--- src/rtl/cpu_pkg.sv ---
// cpu_pkg: shared opcode set, instruction field layout and core dimensions
package cpu_pkg;
  localparam int XLEN   = 32;
  localparam int NREG   = 16;
  localparam int RA_W   = 4;
  localparam int IMM_W  = 16;
  localparam int OPC_LO = 28;
  localparam int RD_LO  = 24;
  localparam int RS1_LO = 20;
  localparam int RS2_LO = 16;

  typedef enum logic [3:0] {
    OP_NOP, OP_ADD, OP_SUB, OP_AND, OP_OR, OP_XOR, OP_SLL, OP_SRL,
    OP_ADDI, OP_LUI, OP_LW, OP_SW, OP_BEQ, OP_BNE, OP_JMP, OP_HALT
  } opcode_e;

  typedef enum logic {ST_RUN, ST_HALT} state_e;

  function automatic logic [XLEN-1:0] sext16(input logic [IMM_W-1:0] v);
    return {{(XLEN-IMM_W){v[IMM_W-1]}}, v};
  endfunction
endpackage

--- src/rtl/cpu_if.sv ---
// cpu_if: instruction and data memory bus seen by the core
interface cpu_if;
  logic [31:0] inst_mem_data_i;
  logic [31:0] inst_mem_address_o;
  logic [31:0] data_mem_out_data_i;
  logic [31:0] data_mem_address_o;
  logic [31:0] data_mem_in_data_o;
  logic        data_mem_WE_o;
  modport master (
    input  inst_mem_data_i, data_mem_out_data_i,
    output inst_mem_address_o, data_mem_address_o, data_mem_in_data_o, data_mem_WE_o
  );
  modport slave (
    output inst_mem_data_i, data_mem_out_data_i,
    input  inst_mem_address_o, data_mem_address_o, data_mem_in_data_o, data_mem_WE_o
  );
endinterface

--- src/rtl/cpu_regfile.sv ---
// cpu_regfile: 16x32 registers, two async read ports, one sync write port, r0 hardwired to zero
module cpu_regfile import cpu_pkg::*; (
  input  logic            i_clk,
  input  logic            i_rst_n,
  input  logic [RA_W-1:0] i_rs1_addr,
  input  logic [RA_W-1:0] i_rs2_addr,
  output logic [XLEN-1:0] o_rs1_data,
  output logic [XLEN-1:0] o_rs2_data,
  input  logic            i_we,
  input  logic [RA_W-1:0] i_rd_addr,
  input  logic [XLEN-1:0] i_rd_data
);
  logic [XLEN-1:0] r_regs [NREG];

  // write port; writes to r0 are dropped so it always reads back zero
  always_ff @(posedge i_clk or negedge i_rst_n)
    if (!i_rst_n) for (int i = 0; i < NREG; i++) r_regs[i] <= '0;
    else if (i_we && i_rd_addr != '0) r_regs[i_rd_addr] <= i_rd_data;

  assign o_rs1_data = (i_rs1_addr == '0) ? '0 : r_regs[i_rs1_addr];
  assign o_rs2_data = (i_rs2_addr == '0) ? '0 : r_regs[i_rs2_addr];
endmodule

--- src/rtl/cpu_core.sv ---
// cpu_core: single-cycle 16-opcode core; decode, ALU, PC and run/halt control
module cpu_core import cpu_pkg::*; (
  input logic CLK,
  input logic RST,
  cpu_if.master bus
);
  logic [XLEN-1:0]  r_pc, w_pc_nxt, w_inst, w_a, w_b, w_imm_sext, w_ea, w_wb_data;
  logic [RA_W-1:0]  w_rd, w_rs1, w_rs2;
  logic [IMM_W-1:0] w_imm;
  opcode_e          w_op;
  state_e           r_state, w_state_nxt;
  logic             w_run, w_taken, w_wb_en;

  assign w_inst     = bus.inst_mem_data_i;
  assign w_op       = opcode_e'(w_inst[OPC_LO +: 4]);
  assign w_rd       = w_inst[RD_LO +: RA_W];
  assign w_rs1      = w_inst[RS1_LO +: RA_W];
  assign w_rs2      = w_inst[RS2_LO +: RA_W];
  assign w_imm      = w_inst[IMM_W-1:0];
  assign w_imm_sext = sext16(w_imm);
  assign w_ea       = w_a + w_imm_sext;
  assign w_run      = (r_state == ST_RUN);

  cpu_regfile u_regfile (
    .i_clk      (CLK),
    .i_rst_n    (RST),
    .i_rs1_addr (w_rs1),
    .i_rs2_addr (w_rs2),
    .o_rs1_data (w_a),
    .o_rs2_data (w_b),
    .i_we       (w_wb_en && w_run),
    .i_rd_addr  (w_rd),
    .i_rd_data  (w_wb_data)
  );

  // writeback value; opcodes without a destination leave w_wb_en low
  always_comb begin
    w_wb_en   = 1'b1;
    w_wb_data = '0;
    case (w_op)
      OP_ADD:  w_wb_data = w_a + w_b;
      OP_SUB:  w_wb_data = w_a - w_b;
      OP_AND:  w_wb_data = w_a & w_b;
      OP_OR:   w_wb_data = w_a | w_b;
      OP_XOR:  w_wb_data = w_a ^ w_b;
      OP_SLL:  w_wb_data = w_a << w_b[4:0];
      OP_SRL:  w_wb_data = w_a >> w_b[4:0];
      OP_ADDI: w_wb_data = w_ea;
      OP_LUI:  w_wb_data = {w_imm, 16'h0};
      OP_LW:   w_wb_data = bus.data_mem_out_data_i;
      default: w_wb_en   = 1'b0;
    endcase
  end

  // next PC and run/halt transition; HALT freezes the PC on its own address
  always_comb begin
    w_taken     = (w_op == OP_BEQ && w_a == w_b) || (w_op == OP_BNE && w_a != w_b);
    w_pc_nxt    = (!w_run || w_op == OP_HALT) ? r_pc :
                  w_taken                     ? r_pc + 32'd1 + w_imm_sext :
                  (w_op == OP_JMP)            ? {16'h0, w_imm} :
                                                r_pc + 32'd1;
    w_state_nxt = (w_run && w_op == OP_HALT) ? ST_HALT : r_state;
  end

  // PC and run/halt state registers
  always_ff @(posedge CLK or negedge RST)
    if (!RST) begin
      r_pc    <= '0;
      r_state <= ST_RUN;
    end else begin
      r_pc    <= w_pc_nxt;
      r_state <= w_state_nxt;
    end

  assign bus.inst_mem_address_o = RST ? r_pc : '0;
  assign bus.data_mem_address_o = w_ea;
  assign bus.data_mem_in_data_o = w_b;
  assign bus.data_mem_WE_o      = RST && w_run && (w_op == OP_SW);
endmodule

--- src/flat_wrapper.sv ---
// flat-port wrapper written by rule: the top's interface ports become plain ports
module cpu_core_flat import cpu_pkg::*;
  (CLK, RST, bus_inst_mem_data_i, bus_data_mem_out_data_i, bus_inst_mem_address_o, bus_data_mem_address_o, bus_data_mem_in_data_o, bus_data_mem_WE_o);
  cpu_if bus_i ();
  input logic CLK;
  input logic RST;
  input wire logic [$bits(bus_i.inst_mem_data_i)-1:0] bus_inst_mem_data_i;
  input wire logic [$bits(bus_i.data_mem_out_data_i)-1:0] bus_data_mem_out_data_i;
  output wire logic [$bits(bus_i.inst_mem_address_o)-1:0] bus_inst_mem_address_o;
  output wire logic [$bits(bus_i.data_mem_address_o)-1:0] bus_data_mem_address_o;
  output wire logic [$bits(bus_i.data_mem_in_data_o)-1:0] bus_data_mem_in_data_o;
  output wire logic [$bits(bus_i.data_mem_WE_o)-1:0] bus_data_mem_WE_o;
  assign bus_i.inst_mem_data_i = bus_inst_mem_data_i;
  assign bus_i.data_mem_out_data_i = bus_data_mem_out_data_i;
  assign bus_inst_mem_address_o = bus_i.inst_mem_address_o;
  assign bus_data_mem_address_o = bus_i.data_mem_address_o;
  assign bus_data_mem_in_data_o = bus_i.data_mem_in_data_o;
  assign bus_data_mem_WE_o = bus_i.data_mem_WE_o;
  cpu_core u_core (.CLK(CLK), .RST(RST), .bus(bus_i));
endmodule
--- config.mk ---
export PLATFORM = sky130hd
export DESIGN_NAME = cpu_core_flat
export DESIGN_NICKNAME = d
export VERILOG_FILES = /design/src/rtl/cpu_pkg.sv /design/src/rtl/cpu_if.sv /design/src/rtl/cpu_regfile.sv /design/src/rtl/cpu_core.sv /design/src/flat_wrapper.sv
export SDC_FILE = /design/constraint.sdc
export NUM_CORES = 2
export LEC_CHECK = 0
export BUFFER_PORTS_ARGS = -buffer_cell sky130_fd_sc_hd__buf_2
export CAP_MARGIN = 20
export CORE_UTILIZATION = 55
export CTS_CLUSTER_DIAMETER = 60
export DETAILED_ROUTE_END_ITERATION = 10
export HOLD_SLACK_MARGIN = 0.06
export PLACE_DENSITY = 0.78
export SLEW_MARGIN = 25
export SYNTH_ARGS = -nofsm -noshare
export SYNTH_HDL_FRONTEND = slang
export SYNTH_SLANG_ARGS = --single-unit
--- constraint.sdc ---
create_clock -name CLK -period 5.8 [get_ports CLK]
set_clock_uncertainty 0.05 [all_clocks]
set_input_delay 0.29 -clock CLK [delete_from_list [all_inputs] [get_ports CLK]]
set_output_delay 0.29 -clock CLK [all_outputs]
set_load 0.01 [all_outputs]
Word level (Yosys, flattened, before mapping)

Cells that the tools add are included.

Multiplexer cells: 16
$lt $le $gt $ge: 4
Multipliers: 0
Divide/modulo/power cells: 0
Eq/ne operators: 17
Reductions and logical operators: 14
Bitwise operators: 7
Shift-type cells: 2
Add/subtract/negate cells: 5

Operators by type and width:

| kind                                                     | count |
|---|---|
| bitwise mux 512 bit                                      | 1 |
| 2-to-1 mux 32 bit                                        | 10 |
| one-hot mux 32 bit (10 select lines)                     | 1 |
| binary-select mux 32 bit (select 4 bit)                  | 2 |
| demux 32 bit (select 4 bit)                              | 1 |
| adder 32 bit                                             | 3 |
| adder 32 x 1 -> 32 bit, second input constant            | 1 |
| AND 32 bit                                               | 1 |
| == test 32 bit                                           | 1 |
| == test 4 bit, second input constant                     | 8 |
| != test 32 bit                                           | 1 |
| bitwise OR 32 bit                                        | 1 |
| << shifter 32 x 5 -> 32 bit                              | 1 |
| >> shifter 32 x 5 -> 32 bit                              | 1 |
| subtractor 32 bit                                        | 1 |
| XOR 32 bit                                               | 1 |
| == test 4 x 3 -> 1 bit, second input constant            | 4 |
| greater-or-equal comparator 5 bit, second input constant | 3 |
| NOT 4 -> 5 bit                                           | 3 |
| OR reduction 10 bit                                      | 1 |
| == test 4 x 2 -> 1 bit, second input constant            | 2 |
| logical AND 1 bit                                        | 8 |
| logical NOT 4 bit                                        | 2 |
| < comparator 5 x 1 -> 1 bit, second input constant       | 1 |
| 5 further kinds                                          | 6 |

Memory bits (read-only): 0
Logic and storage cells: 83
RAM bits: 0
Input bits: 66
Output and inout port bits: 97
Register bits after elaboration: 545
Latch bits: 0
Memories kept: 0

Longest topological paths before layout

Depth in word-level cells: 9
Depth in mapped cells: 24
Depth with buffers taken out: 17

Hierarchy

Synthesis repeated with hierarchy kept, for this count alone.

Cell total of the unflattened synthesis: 3,814
Area, all modules: 39,421.6 um^2

By module, submodules not included:

| module      | area an instance (um^2) | instances | cells each | seq. area each (um^2) |
|---|---|---|---|---|
| cpu_regfile | 25,548.3                | 1         | 1,764      | 12,036.5 |
| cpu_core    | 13,873.3                | 1         | 2,050      | 825.8 |

Worst setup path after synthesis

No wires, ideal clock.

Kind: in2reg
Start point: input bus_inst_mem_data_i[16]
End point: register u_core.u_regfile.r_regs[146] (netlist bit)
Slack: -406 ps
Buffers on the path: 7
Stages on the path: 22
Data arrival time: 6,032 ps
Required time: 5,625 ps
Library setup time: 125 ps
Path through: buf_2 -> buf_2 -> buf_2 -> buf_1 -> buf_1 -> mux4_2 -> nand2_1 -> nand3_1 -> o211ai_1 -> ha_1 -> clkbuf_1 -> or4_1 -> nor4_1 -> o21ai_0 -> and3_1 -> a21o_1 -> a221o_1 -> a21boi_0 -> a2111oi_0 -> nand4_1 -> buf_2 -> mux2_2

Word-level cells in the longest chain between the ends: 8
Elaborated cells between the ends (all ways): 15
Classes of those cells: add/sub: 2; shift: 2; mux: 6; bitwise: 4; reduce/logical: 1

RTL lines:

| element                                              | line              | RTL |
|---|---|---|
| from (decl)                                          | flat_wrapper.sv:7 | `input wire logic [$bits(bus_i.inst_mem_data_i)-1:0] bus_inst_mem_data_i;` |
| NOT 4 -> 5 bit (not written as such)                 | cpu_regfile.sv:21 | `assign o_rs2_data = (i_rs2_addr == '0) ? '0 : r_regs[i_rs2_addr];` |
| binary-select mux 32 bit (select 4 bit)              | cpu_regfile.sv:21 |  |
| 2-to-1 mux 32 bit (not written as such) (2 in a row) | cpu_regfile.sv:21 |  |
| 2-to-1 mux 32 bit *                                  | cpu_regfile.sv:21 |  |
| subtractor 32 bit (tied with other cells)            | cpu_core.sv:42    | `OP_SUB: w_wb_data = w_a - w_b;` |
| one-hot mux 32 bit (10 select lines) *               | cpu_core.sv:40    | `case (w_op)` |
| bitwise mux 512 bit *                                | cpu_regfile.sv:18 | `else if (i_we && i_rd_addr != '0) r_regs[i_rd_addr] <= i_rd_data;` |
| to (signal, indexed assignment)                      | cpu_regfile.sv:18 |  |
| to (decl)                                            | cpu_regfile.sv:13 | `logic [XLEN-1:0] r_regs [NREG];` |

Mark *: on every way between the ends. The rest lies on a longest branch, timed or not. The select of a mux whose other input is x is not followed.
A chain may end at the register's enable or synchronous reset.

Worst setup path in the final report

Start point: register u_core.u_regfile.r_regs[32] (netlist bit)
End point: output bus_data_mem_address_o[30]

Word-level cells in the longest chain between the ends: 5

RTL lines:

| element                                              | line               | RTL |
|---|---|---|
| binary-select mux 32 bit (select 4 bit)              | cpu_regfile.sv:20  | `assign o_rs1_data = (i_rs1_addr == '0) ? '0 : r_regs[i_rs1_addr];` |
| 2-to-1 mux 32 bit (not written as such) (2 in a row) | cpu_regfile.sv:20  |  |
| 2-to-1 mux 32 bit                                    | cpu_regfile.sv:20  |  |
| adder 32 bit                                         | cpu_core.sv:21     | `assign w_ea = w_a + w_imm_sext;` |
| to (decl)                                            | flat_wrapper.sv:10 | `output wire logic [$bits(bus_i.data_mem_address_o)-1:0] bus_data_mem_address_o;` |

No other way between the ends. The select of a mux whose other input is x is not followed.

==> metrics <==
Critical Path Max Stage Delay=490 ps; most frequent cells after synthesis=dfrtp_1 (543), nand2_1 (449), nor2_1 (337), mux2_2 (320), o21ai_0 (258); Die X=278 µm; CP delay by family, top=compound AO/OA/AOI/OAI gates; RSZ-0062 raised after global routing=false; maximum vdd ir drop=237 µV; Worst-path clk slew=60 ps; pin count of the biggest net entering global routing=163; Place WS=-151 ps; hold-critical path depth=5; final total negative setup slack=0 ps; Worst Hold Class=in -> reg; DP HPWL=125000 µm; Crit path required time=5460 ps; slowest CP cell=mux4_2; Slew HR=0.229; clk root buf=clkbuf_16; Yosys reg bits=543; Mapped Nets=4562; GP Congestion=1.11; CP dominant cell by count=buf_4; initial antenna violation count=5; Critical Path End Type=primary output; CTS H-tree lvls=3; outcome=finished clean; area of placed instances=45600 µm²; nets=4776; asr flop ratio synth=1.00; Starting DRT DRC Count=5401; worst skew pair latency=640 ps; height of the die=278 µm; Synth Area in Compound Gates=0.189; via count=40200; clk buf depth=3; design area=48100 µm²; Final Core Density=0.642; CP Max Fanout=6; ratio of cells with drive above 1 in the final layout=0.279; CTS tree=done; PD cells=425 nW/µm²; Post-Synth XOR/XNOR Area=0.0208; Die ar.=77400 µm²; post-synthesis sequential area ratio=0.324; drt drc=0; Worst Setup Path Type=reg -> out; Slew Viols, Final=0; final setup margin=193 ps; main combinational cell family by area after synthesis=multiplexers; Syn Area/Cell=9.69 µm²; Yosys top cell area share=0.324; Max Fclk=178 MHz; crit path launch type=flip-flop; Starting Density=0.560; Mapped Cells=4332; first-pass GRT wire length=256000 µm; worst-path cell chain=mux4_2, a22oi_2, o31ai_2, buf_4, ha_1, fa_1, a211oi_1, o211ai_1, a41o_1, o2111ai_2, a2111oi_0, buf_4, a21boi_2, o21bai_1, a21oi_1, xnor2_1, buf_2; worst reg2reg path depth=17; Inst Count DP=5444; Layout area overhead=14.7%; final std cells w/o fill=5572; stages on the worst setup path=17; # clock sinks=543; post-route minimum period=5610 ps; Boundary Pins=163; top-count cell post-synth=dfrtp_1; core area=74900 µm²; WL final=175000 µm; CP bufs+invs=3; drt first pass iters=6; Worst Tran Pin Value=1160 ps; final setup violation count=0; number of port buffers=162; post-synthesis simple-gate area fraction=0.130; Synthesis Warnings=0; CTS Buf Count=66; ANT nets after route=0; post-synthesis mux area share=0.234; Std-Cell Rows=100; Netlist cell types=113; all-layer global routing usage=0.446; CP Data Arrival Time=5270 ps; LEAKAGE=21.5 nW; Post-Synth Adder-Cell Area=0.0496; max-cap violations=0; Synth area leaders=dfrtp_1 (32%), mux4_2 (11%), mux2_2 (8.6%); Avg WL per Cell=31.4 µm; Post-Synthesis Cell Area=42000 µm²; final hold vios=0; number of global-route vias before repair=39000; Final period util=0.967; Post-synth top flop=dfrtp_1; Synth area leader=dfrtp_1; vias per cell=7.22; Post-synth EDFFs=0; GRT overflow=0
path summary, 6_finish.rpt:
kind	start	endpoint	slack [ps]
min	bus_inst_mem_data_i[11]	u_core.r_pc[11]	80
min in group asynchronous	RST	u_core.u_regfile.r_regs[462]	140
max in group asynchronous	RST	u_core.u_regfile.r_regs[335]	3810
max	u_core.u_regfile.r_regs[32]	bus_data_mem_address_o[30]	190
min reg2reg	u_core.u_regfile.r_regs[498]	u_core.u_regfile.r_regs[498]	320
max reg2reg	u_core.u_regfile.r_regs[394]	u_core.u_regfile.r_regs[475]	240
layout by cell type, fill, tap and decap left out, drive strengths merged, types with 43 or more instances in the layout:
master,instances
mux4,209
and2,53
a221oi,61
nand3,113
nor3,83
clkbuf,94
mux2,341
inv,128
a31oi,43
dfrtp,543
nand2,449
a22oi,54
buf,510
a21oi,235
a211oi,56
xnor2,70
a21o,47
o21ai,269
mux2i,116
ha,160
nor2,337
o211ai,81
report_power, final:
group          switching, mW  internal (mW)
Sequential             0.981           4.84
Clock                   1.83           2.73
Combinational           5.93           4.12
Total                   8.74           11.7
cell type report:
class,instances,area (µm²)
clock inverter,28,450
multi-input combinational,3299,26400
clock buffer,93,1970
inverter,123,465
antenna,4,10.0
timing repair buffer,513,3980
tap,969,1210
fill,5848,26800
sequential,543,13600
metal layers:
metal / track usage / vias to the layer above / routed length, µm / part of all wire
met5: 0 / - / 37 / 0.00021
li1: - / 16600 / - / -
met2: 0.655 / 3211 / 74300 / 0.43
met3: 0.153 / 847 / 24000 / 0.14
met4: 0.296 / 6 / 13800 / 0.079
met1: 0.557 / 19500 / 62500 / 0.36
registers in the layout, indices dropped and copies added, names as in the netlist:
signal and flops:
u_core.u_regfile.r_regs 510, u_core.r_pc 32, u_core.r_state 1
through the flow:
step                power [mW]  hold WS, ps
finish                    20.4         82.6
global route              21.2          102
CTS                       20.0         65.4
detailed placement        15.3          195
global placement          15.1          190
floorplan                 11.6        -55.6
worst reg2reg max path: stages, from the launching register on:
cell and delay [ps]:
dfrtp_1 390, mux4_2 260, nor2b_1 50, o31ai_1 760, buf_4 350, ha_1 470, nand2_1 190, nor2_1 60
o211ai_1 490, a21oi_1 260, nor3_1 380, a21oi_1 120, buf_4 180, or3_1 330, nand3_1 190, nand4_1 300
buf_4 310, mux2_2 290
cells by family after synthesis:
family | after synthesis
simple gates | 1212
compound gates | 1158
mux | 666
flops | 543
buf+inv | 490
fa+ha+maj | 164
xor+xnor | 99
repair_timing:
item / in CTS / in global routing
gates cloned: 0 / 0
setup endpoints to repair: 17 / 33
resized for setup: 2 / 5
buffers inserted: 0 / 0
hold buffers: 2 / 0
hold endpoints to repair: 40 / 0
No activity file was read; power rests on OpenSTA's default activity.
